`src/rtl/mul_result_queue.sv`:
```
// mul_result_queue: in-order result buffer between the pipelined multiplier
// and the CDB arbiter. It tracks issue credits (mq_free) so that ops in flight
// plus queued results never exceed DEPTH. On squash it discards queued results
// and the results that are still in flight.
// Optional feature macro: MUL_QUEUE_BYPASS_EN. When it is defined, an arrival
// into an empty queue drives mq_* in the same cycle.
module mul_result_queue #(
   parameter int unsigned DEPTH   = 4,
   parameter int unsigned CNT_W   = $clog2(DEPTH + 1),
   parameter int unsigned XLEN    = 32,
   parameter int unsigned PRF_LEN = 6,
   parameter int unsigned ROB_LEN = 5
) (
   input  logic               clock,
   input  logic               reset,
   input  logic               mul_enable,
   input  logic               mul_valid,
   input  logic [XLEN-1:0]    mul_value,
   input  logic [PRF_LEN-1:0] mul_prf_idx,
   input  logic [ROB_LEN-1:0] mul_rob_idx,
   input  logic [XLEN-1:0]    mul_PC,
   input  logic               squash,
   input  logic               cdb_grant,
   output logic               mq_valid,
   output logic [XLEN-1:0]    mq_value,
   output logic [PRF_LEN-1:0] mq_prf_idx,
   output logic [ROB_LEN-1:0] mq_rob_idx,
   output logic [XLEN-1:0]    mq_PC,
   output logic               mq_free,
   output logic [CNT_W-1:0]   mq_count,
   output logic               mq_overflow
);

   localparam int unsigned PTR_W = (DEPTH > 1) ? $clog2(DEPTH) : 1;

   logic [PTR_W-1:0]   head_q, head_d, tail_q, tail_d;
   logic [CNT_W-1:0]   count_q, count_d;
   logic [CNT_W-1:0]   pending_q, pending_d;
   logic [CNT_W-1:0]   drop_q, drop_d;
   logic               overflow_q, overflow_d;

   logic [XLEN-1:0]    value_q [DEPTH];
   logic [PRF_LEN-1:0] prf_q   [DEPTH];
   logic [ROB_LEN-1:0] rob_q   [DEPTH];
   logic [XLEN-1:0]    pc_q    [DEPTH];

   logic               arrive_ok, empty, full, bypass_hit, byp_taken;
   logic               push, pop, lost;
   logic [CNT_W:0]     pend_wide;
   logic [CNT_W-1:0]   pend_next;

   // Arrival/grant decode and pending-credit arithmetic
   always_comb begin
      arrive_ok = mul_valid && !squash && (drop_q == '0);
      empty     = (count_q == '0);
      full      = (count_q == CNT_W'(DEPTH));
`ifdef MUL_QUEUE_BYPASS_EN
      bypass_hit = arrive_ok && empty;
`else
      bypass_hit = 1'b0;
`endif
      // A bypassed result granted in its arrival cycle never occupies a slot
      byp_taken = bypass_hit && cdb_grant;
      pop       = cdb_grant && !squash && !empty;
      push      = arrive_ok && !byp_taken && (!full || pop);
      lost      = arrive_ok && full && !pop;

      // pending + mul_enable - mul_valid, clamped at zero and at the counter range
      pend_wide = {1'b0, pending_q} + (CNT_W + 1)'(mul_enable);
      if (mul_valid && (pend_wide != '0)) begin
         pend_wide = pend_wide - (CNT_W + 1)'(1);
      end
      pend_next = pend_wide[CNT_W] ? '1 : pend_wide[CNT_W-1:0];
   end

   // Next-state for pointers, occupancy, credit and drop counters
   always_comb begin
      head_d     = head_q;
      tail_d     = tail_q;
      count_d    = count_q;
      drop_d     = drop_q;
      pending_d  = pend_next;
      overflow_d = overflow_q | lost;
      if (squash) begin
         // The drop count is reloaded from outstanding ops, never accumulated
         head_d  = '0;
         tail_d  = '0;
         count_d = '0;
         drop_d  = pend_next;
      end else begin
         if (push) tail_d = tail_q + PTR_W'(1);
         if (pop)  head_d = head_q + PTR_W'(1);
         if (push && !pop) begin
            count_d = count_q + CNT_W'(1);
         end else if (pop && !push) begin
            count_d = count_q - CNT_W'(1);
         end
         if (mul_valid && (drop_q != '0)) begin
            drop_d = drop_q - CNT_W'(1);
         end
      end
   end

   // Control state registers with synchronous reset
   always_ff @(posedge clock) begin
      if (reset) begin
         head_q     <= '0;
         tail_q     <= '0;
         count_q    <= '0;
         pending_q  <= '0;
         drop_q     <= '0;
         overflow_q <= 1'b0;
      end else begin
         head_q     <= head_d;
         tail_q     <= tail_d;
         count_q    <= count_d;
         pending_q  <= pending_d;
         drop_q     <= drop_d;
         overflow_q <= overflow_d;
      end
   end

   // Payload storage; contents are only observed through an occupied head
   always_ff @(posedge clock) begin
      if (push) begin
         value_q[tail_q] <= mul_value;
         prf_q[tail_q]   <= mul_prf_idx;
         rob_q[tail_q]   <= mul_rob_idx;
         pc_q[tail_q]    <= mul_PC;
      end
   end

   // Output drive: head entry, same-cycle bypass, or zeros when idle
   always_comb begin
      mq_valid    = !empty || bypass_hit;
      mq_value    = '0;
      mq_prf_idx  = '0;
      mq_rob_idx  = '0;
      mq_PC       = '0;
      if (bypass_hit) begin
         mq_value   = mul_value;
         mq_prf_idx = mul_prf_idx;
         mq_rob_idx = mul_rob_idx;
         mq_PC      = mul_PC;
      end else if (!empty) begin
         mq_value   = value_q[head_q];
         mq_prf_idx = prf_q[head_q];
         mq_rob_idx = rob_q[head_q];
         mq_PC      = pc_q[head_q];
      end
      mq_free     = ({1'b0, count_q} + {1'b0, pending_q}) < (CNT_W + 1)'(DEPTH);
      mq_count    = count_q;
      mq_overflow = overflow_q;
   end

endmodule

```
`config.mk`:
```
export PLATFORM = sky130hd
export DESIGN_NAME = mul_result_queue
export DESIGN_NICKNAME = d
export VERILOG_FILES = /design/src/rtl/mul_result_queue.sv
export SDC_FILE = /design/constraint.sdc
export NUM_CORES = 1
export LEC_CHECK = 0
export ABC_CLOCK_PERIOD_IN_PS = 3900
export BUFFER_PORTS_ARGS = -buffer_cell sky130_fd_sc_hd__clkbuf_2
export CAP_MARGIN = 20
export CORE_ASPECT_RATIO = 0.7
export CORE_MARGIN = 3
export CORE_UTILIZATION = 35
export CTS_CLUSTER_SIZE = 8
export DETAILED_ROUTE_END_ITERATION = 12
export PLACE_DENSITY_LB_ADDON = 0.12
export SLEW_MARGIN = 10
export SYNTH_ARGS = -nofsm -noshare
export SYNTH_HDL_FRONTEND = slang
export SYNTH_SLANG_ARGS = --single-unit
```
`constraint.sdc`:
```
create_clock -name clock -period 3.9 [get_ports clock]
set_clock_uncertainty 0.2 [all_clocks]
set_input_delay 1.17 -clock clock [delete_from_list [all_inputs] [get_ports clock]]
set_output_delay 1.17 -clock clock [all_outputs]
set_load 0.05 [all_outputs]
```
# Word level (Yosys, flattened, before mapping)
# Memory sizes are Yosys's and may differ from the RTL's. A register that Yosys moved wholly into a read port is not among the register bits.
# Cells that the tools add are included.
dict set report totals {
  regBits 14
  mem_bits_rw 300
  in_bits 81
  out_inout_bits 81
  elab_cells 65
  memories 4
}
dict set report op_classes {
  n_addsub 8
  order_cmp 1
  n_eq_ne 1
  muxes 20
  n_bitwise 1
  reduce_logical 24
}
# memory words width read_ports rd_ports_with_merged_regs wr line_no
set memory_table {}
lappend memory_table {pc_q 4 32 1 1 1 45} ;# logic [XLEN-1:0] pc_q [DEPTH];
lappend memory_table {value_q 4 32 1 1 1 42} ;# logic [XLEN-1:0] value_q [DEPTH];
lappend memory_table {prf_q 4 6 1 1 1 43} ;# logic [PRF_LEN-1:0] prf_q [DEPTH];
lappend memory_table {rob_q 4 5 1 1 1 44} ;# logic [ROB_LEN-1:0] rob_q [DEPTH];
# op n
set op_table {}
lappend op_table {{2-to-1 mux 32 bit} 2}
lappend op_table {{2-to-1 mux 2 bit} 8}
lappend op_table {{2-to-1 mux 3 bit} 5}
lappend op_table {{logical AND 1 bit} 11}
lappend op_table {{logical NOT 3 bit} 2}
lappend op_table {{2-to-1 mux 6 bit} 1}
lappend op_table {{subtractor 3 x 1 -> 3 bit (second input constant)} 2}
lappend op_table {{logical NOT 1 bit} 5}
lappend op_table {{2-to-1 mux 5 bit} 1}
lappend op_table {{adder 2 x 1 -> 2 bit (second input constant)} 2}
lappend op_table {{adder 3 x 1 -> 4 bit} 1}
lappend op_table {{adder 3 x 3 -> 4 bit} 1}
lappend op_table {{less-than comparator 4 x 3 -> 1 bit (second input constant)} 1}
lappend op_table {{2-to-1 mux 4 bit} 1}
lappend op_table {{nonzero test 2 bit} 2}
lappend op_table {{nonzero test 4 bit} 1}
lappend op_table {{subtractor 4 x 1 -> 4 bit (second input constant)} 1}
lappend op_table {{adder 3 x 1 -> 3 bit (second input constant)} 1}
lappend op_table {{== test 3 bit (second input constant)} 1}
lappend op_table {{nonzero test 3 bit} 1}
lappend op_table {{2-to-1 mux 1 bit} 2}
lappend op_table {{OR reduction 2 bit} 1}
lappend op_table {{logical OR 1 bit} 1}
lappend op_table {{bitwise OR 1 bit} 1}

# Depth between registers and ports, before layout
# Gate-level depths: netlist of run 1.
dict set report depth {
  ltp_word 9
  depth_mapped 10
}

# Least setup slack after synthesis of run 1
# OpenSTA, ideal clock, no wires.
dict set report synth_path {
  path_type {input to register}
  start {input port squash}
  end {memory pc_q[0][0] (enable)}
  arrival_ns 3.493
  required_time_ns 3.259
  slack_ns -0.235
  stages 3
  cell_sequence {and4bb_2 a21boi_4 and2_1}
}
dict set report synth_via {
  elab_chain_cells 7
}
# element line_no
set synth_rtl {}
lappend synth_rtl {{start, declared} 22} ;# input logic squash,
lappend synth_rtl {{logical NOT 1 bit *} {54, 64}}
lappend synth_rtl {{logical AND 1 bit (2 in a row)} 64} ;# pop = cdb_grant && !squash && !empty;
lappend synth_rtl {{logical OR 1 bit} 65} ;# push = arrive_ok && !byp_taken && (!full || pop);
lappend synth_rtl {{logical AND 1 bit *} 65}
lappend synth_rtl {{via push} 48} ;# logic push, pop, lost;
lappend synth_rtl {{2-to-1 mux 1 bit *} 125} ;# if (push) begin
lappend synth_rtl {{2-to-1 mux 1 bit (implied by the code) *} 129} ;# pc_q[tail_q] <= mul_PC;
lappend synth_rtl {{end, declared} 45}
# Mark *: on every way through the listed nets, which the timed path passes. The rest lies on a longest branch.

# Final worst setup path of run 1
dict set report layout_path {
  start {register count_q[0], in the netlist mq_count[0]}
  end {output port mq_PC[10]}
}
dict set report layout_via {
  elab_chain_cells 2
}
# element line_no
set layout_rtl {}
lappend layout_rtl {{start, declared} 37} ;# logic [CNT_W-1:0] count_q, count_d;
lappend layout_rtl {{start signal, assigned} 116} ;# count_q <= count_d;
lappend layout_rtl {{logical NOT 3 bit} 55} ;# empty = (count_q == '0);
lappend layout_rtl {{2-to-1 mux 32 bit} 145} ;# end else if (!empty) begin
lappend layout_rtl {{end, declared} 28} ;# output logic [XLEN-1:0] mq_PC,
# No other way between the ends.

==> results of run 1 <==
-- layout make-up --
cell class	count	area [um^2]	area share (%)
Inverter	11	41.3	0.274
Clock buffer	63	1210	8.05
Tap cell	464	581	3.85
Antenna cell	1	2.50	0.0166
Clock inverter	2	46.3	0.307
Timing Repair Buffer	176	1030	6.86
Sequential cell	316	9340	61.9
Multi-Input combinational cell	241	2830	18.8
-- registers in the layout (all words and copies together), names as in the netlist, named ones only --
name / count
pending_q: 3
head_q: 2
value_q: 128
pc_q: 128
prf_q: 24
drop_q: 3
mq_count: 3
rob_q: 20
mq_overflow: 1
tail_q: 2
-- stage by stage --
| step | cells | hold slack, ps | setup WS, ps |
|---|---|---|---|
| after global routing | 1273 | 341 | 106 |
| after floorplan | 596 | 285 | 471 |
| after global placement | 1208 | 293 | 454 |
| after detailed placement | 1208 | 287 | 420 |
| after CTS | 1273 | 305 | 187 |
| final | 1274 | 298 | 270 |
-- cells in the mapped netlist, types with 4 or more instances --
cell type | n | area (um^2)
and2_1 | 79 | 494
clkbuf_1 | 11 | 41.3
a21oi_1 | 5 | 25.0
nand2_1 | 4 | 15.0
nand3_1 | 4 | 20.0
mux4_2 | 75 | 1690
inv_1 | 11 | 41.3
buf_6 | 6 | 67.6
nor2_1 | 16 | 60.1
dfxtp_1 | 16 | 320
nor2b_1 | 4 | 25.0
buf_2 | 10 | 50.1
o21ai_0 | 6 | 30.0
edfxtp_1 | 300 | 9010
ha_1 | 12 | 150
-- power breakdown --
part | internal [W] | total [W] | switching (W)
Sequential | 0.00385 | 0.00390 | 0.0000469
Clock | 0.00219 | 0.00350 | 0.00131
Combinational | 0.000367 | 0.00121 | 0.000838
Total | 0.00641 | 0.00860 | 0.00219
-- final timing paths --
path,startpoint,to
max,mq_count[0]$_SDFFE_PP0P_,mq_PC[10]
min,mq_overflow$_SDFF_PP0_,mq_overflow$_SDFF_PP0_
max reg2reg,mq_count[2]$_SDFFE_PP0P_,mq_count[2]$_SDFFE_PP0P_
min reg2reg,mq_overflow$_SDFF_PP0_,mq_overflow$_SDFF_PP0_
-- logic make-up (layout without fill, tap and decap cells) --
group	count (synthesis)	in the layout
simple gates	119	119
mux	76	76
xor+xnor	6	6
compound gates	27	27
flops	316	316
other cells	0	1
fa+ha+maj	13	13
buf+inv	39	252
-- worst max-delay path, stage by stage (launching register included) --
cell      delay [ps]
dfxtp_1          470
or3_2            180
buf_6            480
and2_1           280
clkbuf_2         310
-- metal layers --
| metal | routed length, um | part of all wire, % | GRT usage (%) |
|---|---|---|---|
| met5 | 23 | 0.088 | 0 |
| met4 | 518 | 2.0 | 3.77 |
| met3 | 1520 | 5.8 | 4.13 |
| met2 | 13000 | 50 | 24.1 |
| met1 | 11100 | 42 | 17.4 |
==> impl_metrics.ini, run 1 <==
[layout]
most-common-layout-cells = edfxtp_1 (300), clkbuf_2 (161), mux4_2 (75), and2_1 (75), clkbuf_16 (46)
drive_gt1_share_pct = 38.4
n_fill_cell = 3017
syn2layout_area_growth_pct = 22.2
final_nets = 885
final_util_pct = 44.2
final_common_cell = edfxtp_1
fin_area_mm2 = 0.0151

[place]
hpwl_um = 15500
gp_congestion = 0.690
io_buffer_count = 161
dpl_cell_area_mm2 = 0.0138

[synthesis]
synth_xor_area_share_pct = 0.426
syn_area_mm2 = 0.0123
avgSynthCellArea_um2 = 20.7
synth_top_family_by_area = multiplexers
synth_compound_area_share_pct = 1.56
ys_seq_elements = 316
netlist-cell-type-count = 39
syn_inst = 596
synthSimpleGateAreaFrac_pct = 5.65
yosys_most_used_dff = edfxtp_1
synth-edff-count = 300
postSynth.asyncResetShare_pct = 0
syn_nets = 690
ys_warn_count = 0
ys_seq_area_share_pct = 75.6
synth_adder_area_share_pct = 1.38
synth.mux.area_fraction_pct = 13.8

[clock_network]
cts-htree-levels = 2
cts_sinks = 316
clk_latency_ps = 530
cts_buffer_depth = 3
cts_tree = done
cts_resized = 1
cts.reportedPaths.clkPinSlew_ps = 50
clock-root-buffer = clkbuf_16
cts_hold_buf = 0
postCtsSetupBuffers = 0
cts_buffers = 45

[sta]
relSlewSlack_pct = 60.1
setup_viol = 0
rsz0062_at_grt = no
period_needed_ps = 3630
max_slew.worst_pin.slew_ps = 599
hold_violations = 0
post-route-period-util_pct = 93.1
setup_tns_ps = 0
slew_violations = 0
clock.fmax_mhz = 275

[power_and_ir_drop]
power.leakage_nw = 5.15
power_density_mw_per_mm2 = 570
vdd_drop_max_v = 0.000325
fin_total_pwr_w = 0.00860

[drt]
antenna_left = 0
drc = 0
totalWireLength_um = 26100
viasPerCell = 4.85
dr.pass1.iters = 4
avgRoutedWirePerCell_um = 20.5
drt-initial-drc-count = 344
vias = 6181

[critical_path]
arrival_ps = 2260
reg2reg_depth = 10
startpoint_type = flop
critPathMaxFanout = 77
r2r_slack_ps = 890
crit_required_ps = 2530
path_class = reg -> out
cp-end-kind = output port

[global_routing]
overflow = 0
antenna_found_initial = 2
grt_pass1_vias = 6899
grt_pass1_wl_um = 40200
grt_max_degree = 78
track_usage_pct = 14.0

[floorplanning]
core_mm2 = 0.0341
io_pins = 162
dieWidth_um = 230
die_h_um = 163
dieArea_mm2 = 0.0376
initial_core_util_pct = 36.2
num_rows = 56

[hold_path]
hold_class = reg -> reg
worstHoldPathCells = 2

[flow_run]
max_cap_violations = 0

[run_status]
status = completed
Power figures use the tool's default switching activity.
==> inputs of run 2 (changes only) <==
--- a/config.mk
+++ b/config.mk
@@ -13,6 +13,7 @@
 export CORE_UTILIZATION = 35
 export CTS_CLUSTER_SIZE = 8
 export DETAILED_ROUTE_END_ITERATION = 12
+export GPL_TIMING_DRIVEN = 0
 export PLACE_DENSITY_LB_ADDON = 0.12
 export SLEW_MARGIN = 10
 export SYNTH_ARGS = -nofsm -noshare
==> run 2 against run 1 <==
  * Sequential power hardly changed
  * Wire length is 0.55% lower
  * Cell count is 0.63% higher
  * Count of clock-buffer cells in the layout is 8 lower
  * Worst hold slack worse by 1.1 ps
  * Largest power group unchanged
  * Critical endpoint is now mq_value[24]
  * Maximum frequency is 2.3% lower
  * Critical path depth is 1 higher
==> impl_metrics.ini, run 2 (synthesis gave the netlist of run 1 again) <==
[run_status]
status = completed

[critical_path]
arrival_ps = 2340
max_stage_delay_ps = 360
startpoint_type = flop
cp-end-kind = output port
path_class = reg -> out
crit_required_ps = 2530
critPathMaxFanout = 10
path_common_cell = buf_2
cpMaxStageDelayCell = buf_2
cp_cell_sequence = buf_2 > buf_2 > mux4_2 > and2_1 > clkbuf_2
r2r_start = drop_q[0]$_SDFFE_PP0P_

[layout]
most-common-layout-cells = edfxtp_1 (300), clkbuf_2 (166), mux4_2 (75), and2_1 (75), clkbuf_16 (47)
insertedDiodeCount = 0
drive_gt1_share_pct = 39.1
fin_area_mm2 = 0.0151
final_nets = 902
final_common_cell = edfxtp_1
final_util_pct = 44.3
syn2layout_area_growth_pct = 22.4
reg_top3 = pc_q x128, value_q x128, prf_q x24

[place]
dpl_cell_area_mm2 = 0.0139
gp_congestion = 0.715
pre_cts_slack_ps = 252
io_buffer_count = 161
hpwl_um = 16100

[drt]
vias = 6261
dr.pass1.iters = 4
antenna_left = 0
totalWireLength_um = 26000
avgRoutedWirePerCell_um = 20.3
viasPerCell = 4.88
drc = 0
drt-initial-drc-count = 285

[sta]
clock.fmax_mhz = 269
setup_tns_ps = 0
rsz0062_at_grt = no
setup_viol = 0
relSlewSlack_pct = 55.8
max_slew.worst_pin.slew_ps = 663
post-route-period-util_pct = 95.2
period_needed_ps = 3710
worst_slack_ps = 186
hold_violations = 0
slew_violations = 0

[global_routing]
overflow = 0
grt_pass1_wl_um = 40500
grt_pass1_vias = 6961
grt_max_degree = 43
track_usage_pct = 14.1
antenna_found_initial = 3

[flow_run]
max_cap_violations = 0

[power_and_ir_drop]
fin_total_pwr_w = 0.00861
swShare_pct = 25.3
p_sw_w = 0.00218
combPwrFrac_pct = 14.3
power.leakage_nw = 5.22
vdd_drop_max_v = 0.000401
power.internal_w = 0.00643
power_frac_clock_pct = 40.5
seqPwrFrac_pct = 45.2
power_density_mw_per_mm2 = 570

[floorplanning]
dieWidth_um = 230
initial_core_util_pct = 36.2
die_h_um = 163
core_mm2 = 0.0341
num_rows = 56
dieArea_mm2 = 0.0376
io_pins = 162

[clock_network]
cts_buffers = 45
clock-root-buffer = clkbuf_16
cts.reportedPaths.clkPinSlew_ps = 50
cts_buffer_depth = 3
cts-htree-levels = 2
cts_hold_buf = 0
cts_sinks = 316
cts_tree = done
clk_latency_ps = 520

[hold_path]
hold_class = reg -> reg
min_from = mq_overflow$_SDFF_PP0_
run 2: changes by cell type in the layout (fill, tap and decap cells not counted), moves of 4 or more:
cell	change
buf_2	+10
clkbuf_2	+5
buf_16	+4
buf_4	-5
buf_6	+5
buf_12	-9
run 2: power by group through the flow:
stage | logic [W] | registers [W] | clock network [W]
final | 0.00123 | 0.00389 | 0.00349
after global routing | 0.00133 | 0.00390 | 0.00376
after CTS | 0.00125 | 0.00389 | 0.00360
after detailed placement | 0.00124 | 0.00396 | 0
after global placement | 0.00119 | 0.00396 | 0
after floorplan | 0.000863 | 0.00396 | 0
run 2: path summary, 6_finish.rpt:
check | slack (ps) | to | depth (start not counted)
min | 300 | mq_overflow$_SDFF_PP0_ | 2
min reg2reg | 300 | mq_overflow$_SDFF_PP0_ | 2
max reg2reg | 1210 | mq_count[2]$_SDFFE_PP0P_ | 10
max | 190 | mq_value[24] | 5
run 2: critical path: cells and delay by family (launching register included):
family / cells / cell delay, ps
buf+inv: 3 / 910
simple gates: 1 / 190
flops: 1 / 350
mux: 1 / 360
run 2: final cells by class:
class / instances / area, um^2
flip-flops and latches: 316 / 9330
well taps: 464 / 581
fillers: 3010 / 19000
multi-input cells: 241 / 2830
clock inverters: 2 / 38.8
repair buffers: 165 / 916
clock buffers: 55 / 1210
inverters: 11 / 41.3
plain buffers: 28 / 173
run 2: repair_timing:
action / 4_1_cts / 5_1_grt
resized for setup: 5 / 2
hold endpoints to repair: 0 / 0
setup buffers: 0 / 0
setup endpoints to repair: 40 / 7
run 2: per-layer routing:
| layer | vias to the layer above | track usage (%) | share of wire, % |
|---|---|---|---|
| met4 | 6 | 4.13 | 1.8 |
| met5 | - | 0 | 0.13 |
| met1 | 3243 | 18.3 | 43 |
| met2 | 151 | 23.2 | 49 |
| li1 | 2808 | - | - |
| met3 | 53 | 4.04 | 5.7 |
run 2: metrics by stage:
stage / hold WS (ps) / cells
5_1_grt: 348 / 1282
6_report: 297 / 1282
3_3_place_gp: 293 / 1221
4_1_cts: 318 / 1282
2_1_floorplan: 285 / 596
3_5_place_dp: 306 / 1225
==> inputs of run 3 (changes only) <==
--- a/config.mk
+++ b/config.mk
@@ -11,10 +11,12 @@
 export CORE_ASPECT_RATIO = 0.7
 export CORE_MARGIN = 3
 export CORE_UTILIZATION = 35
+export CTS_CLUSTER_DIAMETER = 30
 export CTS_CLUSTER_SIZE = 8
 export DETAILED_ROUTE_END_ITERATION = 12
 export GPL_TIMING_DRIVEN = 0
 export PLACE_DENSITY_LB_ADDON = 0.12
+export REMOVE_ABC_BUFFERS = 1
 export SLEW_MARGIN = 10
 export SYNTH_ARGS = -nofsm -noshare
 export SYNTH_HDL_FRONTEND = slang
==> run 3 against run 2 <==
  * Critical path depth fell by 1
  * Wire length did not move
  * Power rose by 15%
  * Cell area rose by 4.4%
  * Global-route usage barely moved
  * Cell count rose by 2.0%
  * Die area did not move
  * First-iteration DRC count rose by 14%
  * Critical path type unchanged
  * Largest cell class unchanged
==> impl_metrics.ini, run 3 (synthesis gave the netlist of run 1 again) <==
[hold_path]
hold_class = reg -> reg

[layout]
n_fill_cell = 2932
final_nets = 896
insertedDiodeCount = 0
most-common-layout-cells = edfxtp_1 (300), clkbuf_2 (161), mux4_2 (75), and2_1 (75), clkbuf_16 (62)
syn2layout_area_growth_pct = 27.8
fin_cells = 1307
drive_gt1_share_pct = 40.9
fin_area_mm2 = 0.0158
final_common_cell = edfxtp_1
reg_top3 = pc_q x128, value_q x128, prf_q x24

[drt]
dr.pass1.iters = 5
avgRoutedWirePerCell_um = 19.9
vias = 6233
antenna_left = 0
totalWireLength_um = 26000
drt-initial-drc-count = 324
viasPerCell = 4.77
drc = 0

[place]
dp_cells = 1202
gp_congestion = 0.694
hpwl_um = 15300
dpl_cell_area_mm2 = 0.0138
io_buffer_count = 161

[flow_run]
max_cap_violations = 0

[floorplanning]
initial_core_util_pct = 36.2
core_mm2 = 0.0341
num_rows = 56
dieWidth_um = 230
io_pins = 162
die_h_um = 163
dieArea_mm2 = 0.0376

[sta]
hold_violations = 0
setup_viol = 0
max_slew.worst_pin.slew_ps = 748
relSlewSlack_pct = 50.1
clock.fmax_mhz = 275
period_needed_ps = 3630
slew_violations = 0
rsz0062_at_grt = no
hold_ws_ps = 306
post-route-period-util_pct = 93.1

[clock_network]
cts_buffers = 60
cts-htree-levels = 2
cts_sinks = 316
cts.reportedPaths.clkPinSlew_ps = 40
clk_latency_ps = 560
cts_tree = done
cts_buffer_depth = 3
clock-root-buffer = clkbuf_16

[critical_path]
critPathMaxFanout = 44
arrival_ps = 2260
cp-end-kind = output port
cp_cell_sequence = buf_16 > mux4_2 > and2_1 > clkbuf_2
cpMaxStageDelayCell = dfxtp_4
crit_required_ps = 2530
max_stage_delay_ps = 570
startpoint_type = flop
path_class = reg -> out

[power_and_ir_drop]
vdd_drop_max_v = 0.000347
fin_total_pwr_w = 0.00994
power.leakage_nw = 5.48
power_density_mw_per_mm2 = 630

[global_routing]
track_usage_pct = 14.1
overflow = 0
antenna_found_initial = 1
grt_pass1_wl_um = 40400
grt_pass1_vias = 7112
grt_max_degree = 49

[run_status]
status = completed
==> run 3: cell types whose count changed in the layout (fill, tap and decap cells not counted), moves of 3 or more <==
cell	previous run	this run
bufinv_16	1	6
buf_12	0	3
clkinv_1	0	6
clkinv_4	0	6
clkinv_2	0	9
buf_16	4	7
clkinvlp_4	0	3
clkbuf_1	14	10
buf_2	10	0
clkbuf_16	47	62
buf_6	6	0
clkbuf_2	166	161
==> run 3: timing repair <==
action	4_1_cts	5_1_grt
hold buffers	0	0
cloned	0	0
gates resized for setup	0	0
setup endpoints to repair	39	4
setup buffers	1	1
==> run 3: layout make-up <==
cell class / count / area, um^2 / area share, %
Sequential cell: 316 / 9340 / 59.2
Tap cell: 464 / 581 / 3.68
Multi-Input combinational cell: 241 / 2830 / 17.9
Clock buffer: 72 / 1590 / 10.1
Timing Repair Buffer: 172 / 1070 / 6.76
Clock inverter: 31 / 339 / 2.15
Inverter: 11 / 41.3 / 0.262
==> run 3: metal layers <==
layer	up-vias	share of wire (%)	GRT usage, %
met3	43	7.0	4.59
met4	2	1.6	4.28
met1	3173	41	17.1
met5	-	0.038	0
li1	2831	-	-
met2	184	50	24.2
==> run 3: critical path: cells and delay by family, from the launching register on <==
family,cells,cell delay [ps]
DFF,1,570
buffers and inverters,2,560
and+or+nand+nor,1,190
muxes,1,350
==> run 3: worst paths after layout <==
kind,startpoint,end,slack [ps],depth (start not counted)
setup / recovery,flop,mq_value[1],270,4
hold / removal,mq_overflow$_SDFF_PP0_,mq_overflow$_SDFF_PP0_,310,2
setup reg to reg,mq_count[0]$_SDFFE_PP0P_,mq_count[2]$_SDFFE_PP0P_,1140,9
hold reg to reg,mq_overflow$_SDFF_PP0_,mq_overflow$_SDFF_PP0_,310,2
==> run 3: power breakdown <==
| group | internal, W | switching [W] |
|---|---|---|
| combinational | 0.000373 | 0.000843 |
| clock | 0.00325 | 0.00157 |
| sequential | 0.00386 | 0.0000467 |
==> run 3: through the flow <==
stage	TNS (ps)	setup slack, ps	utilization [%]
after global placement	-904630	-3480	39.8
final	0	269	46.2
after floorplan	-191750	-1620	-
after CTS	0	36.4	46.2
after detailed placement	0	327	40.5
after global routing	0	81.5	46.2
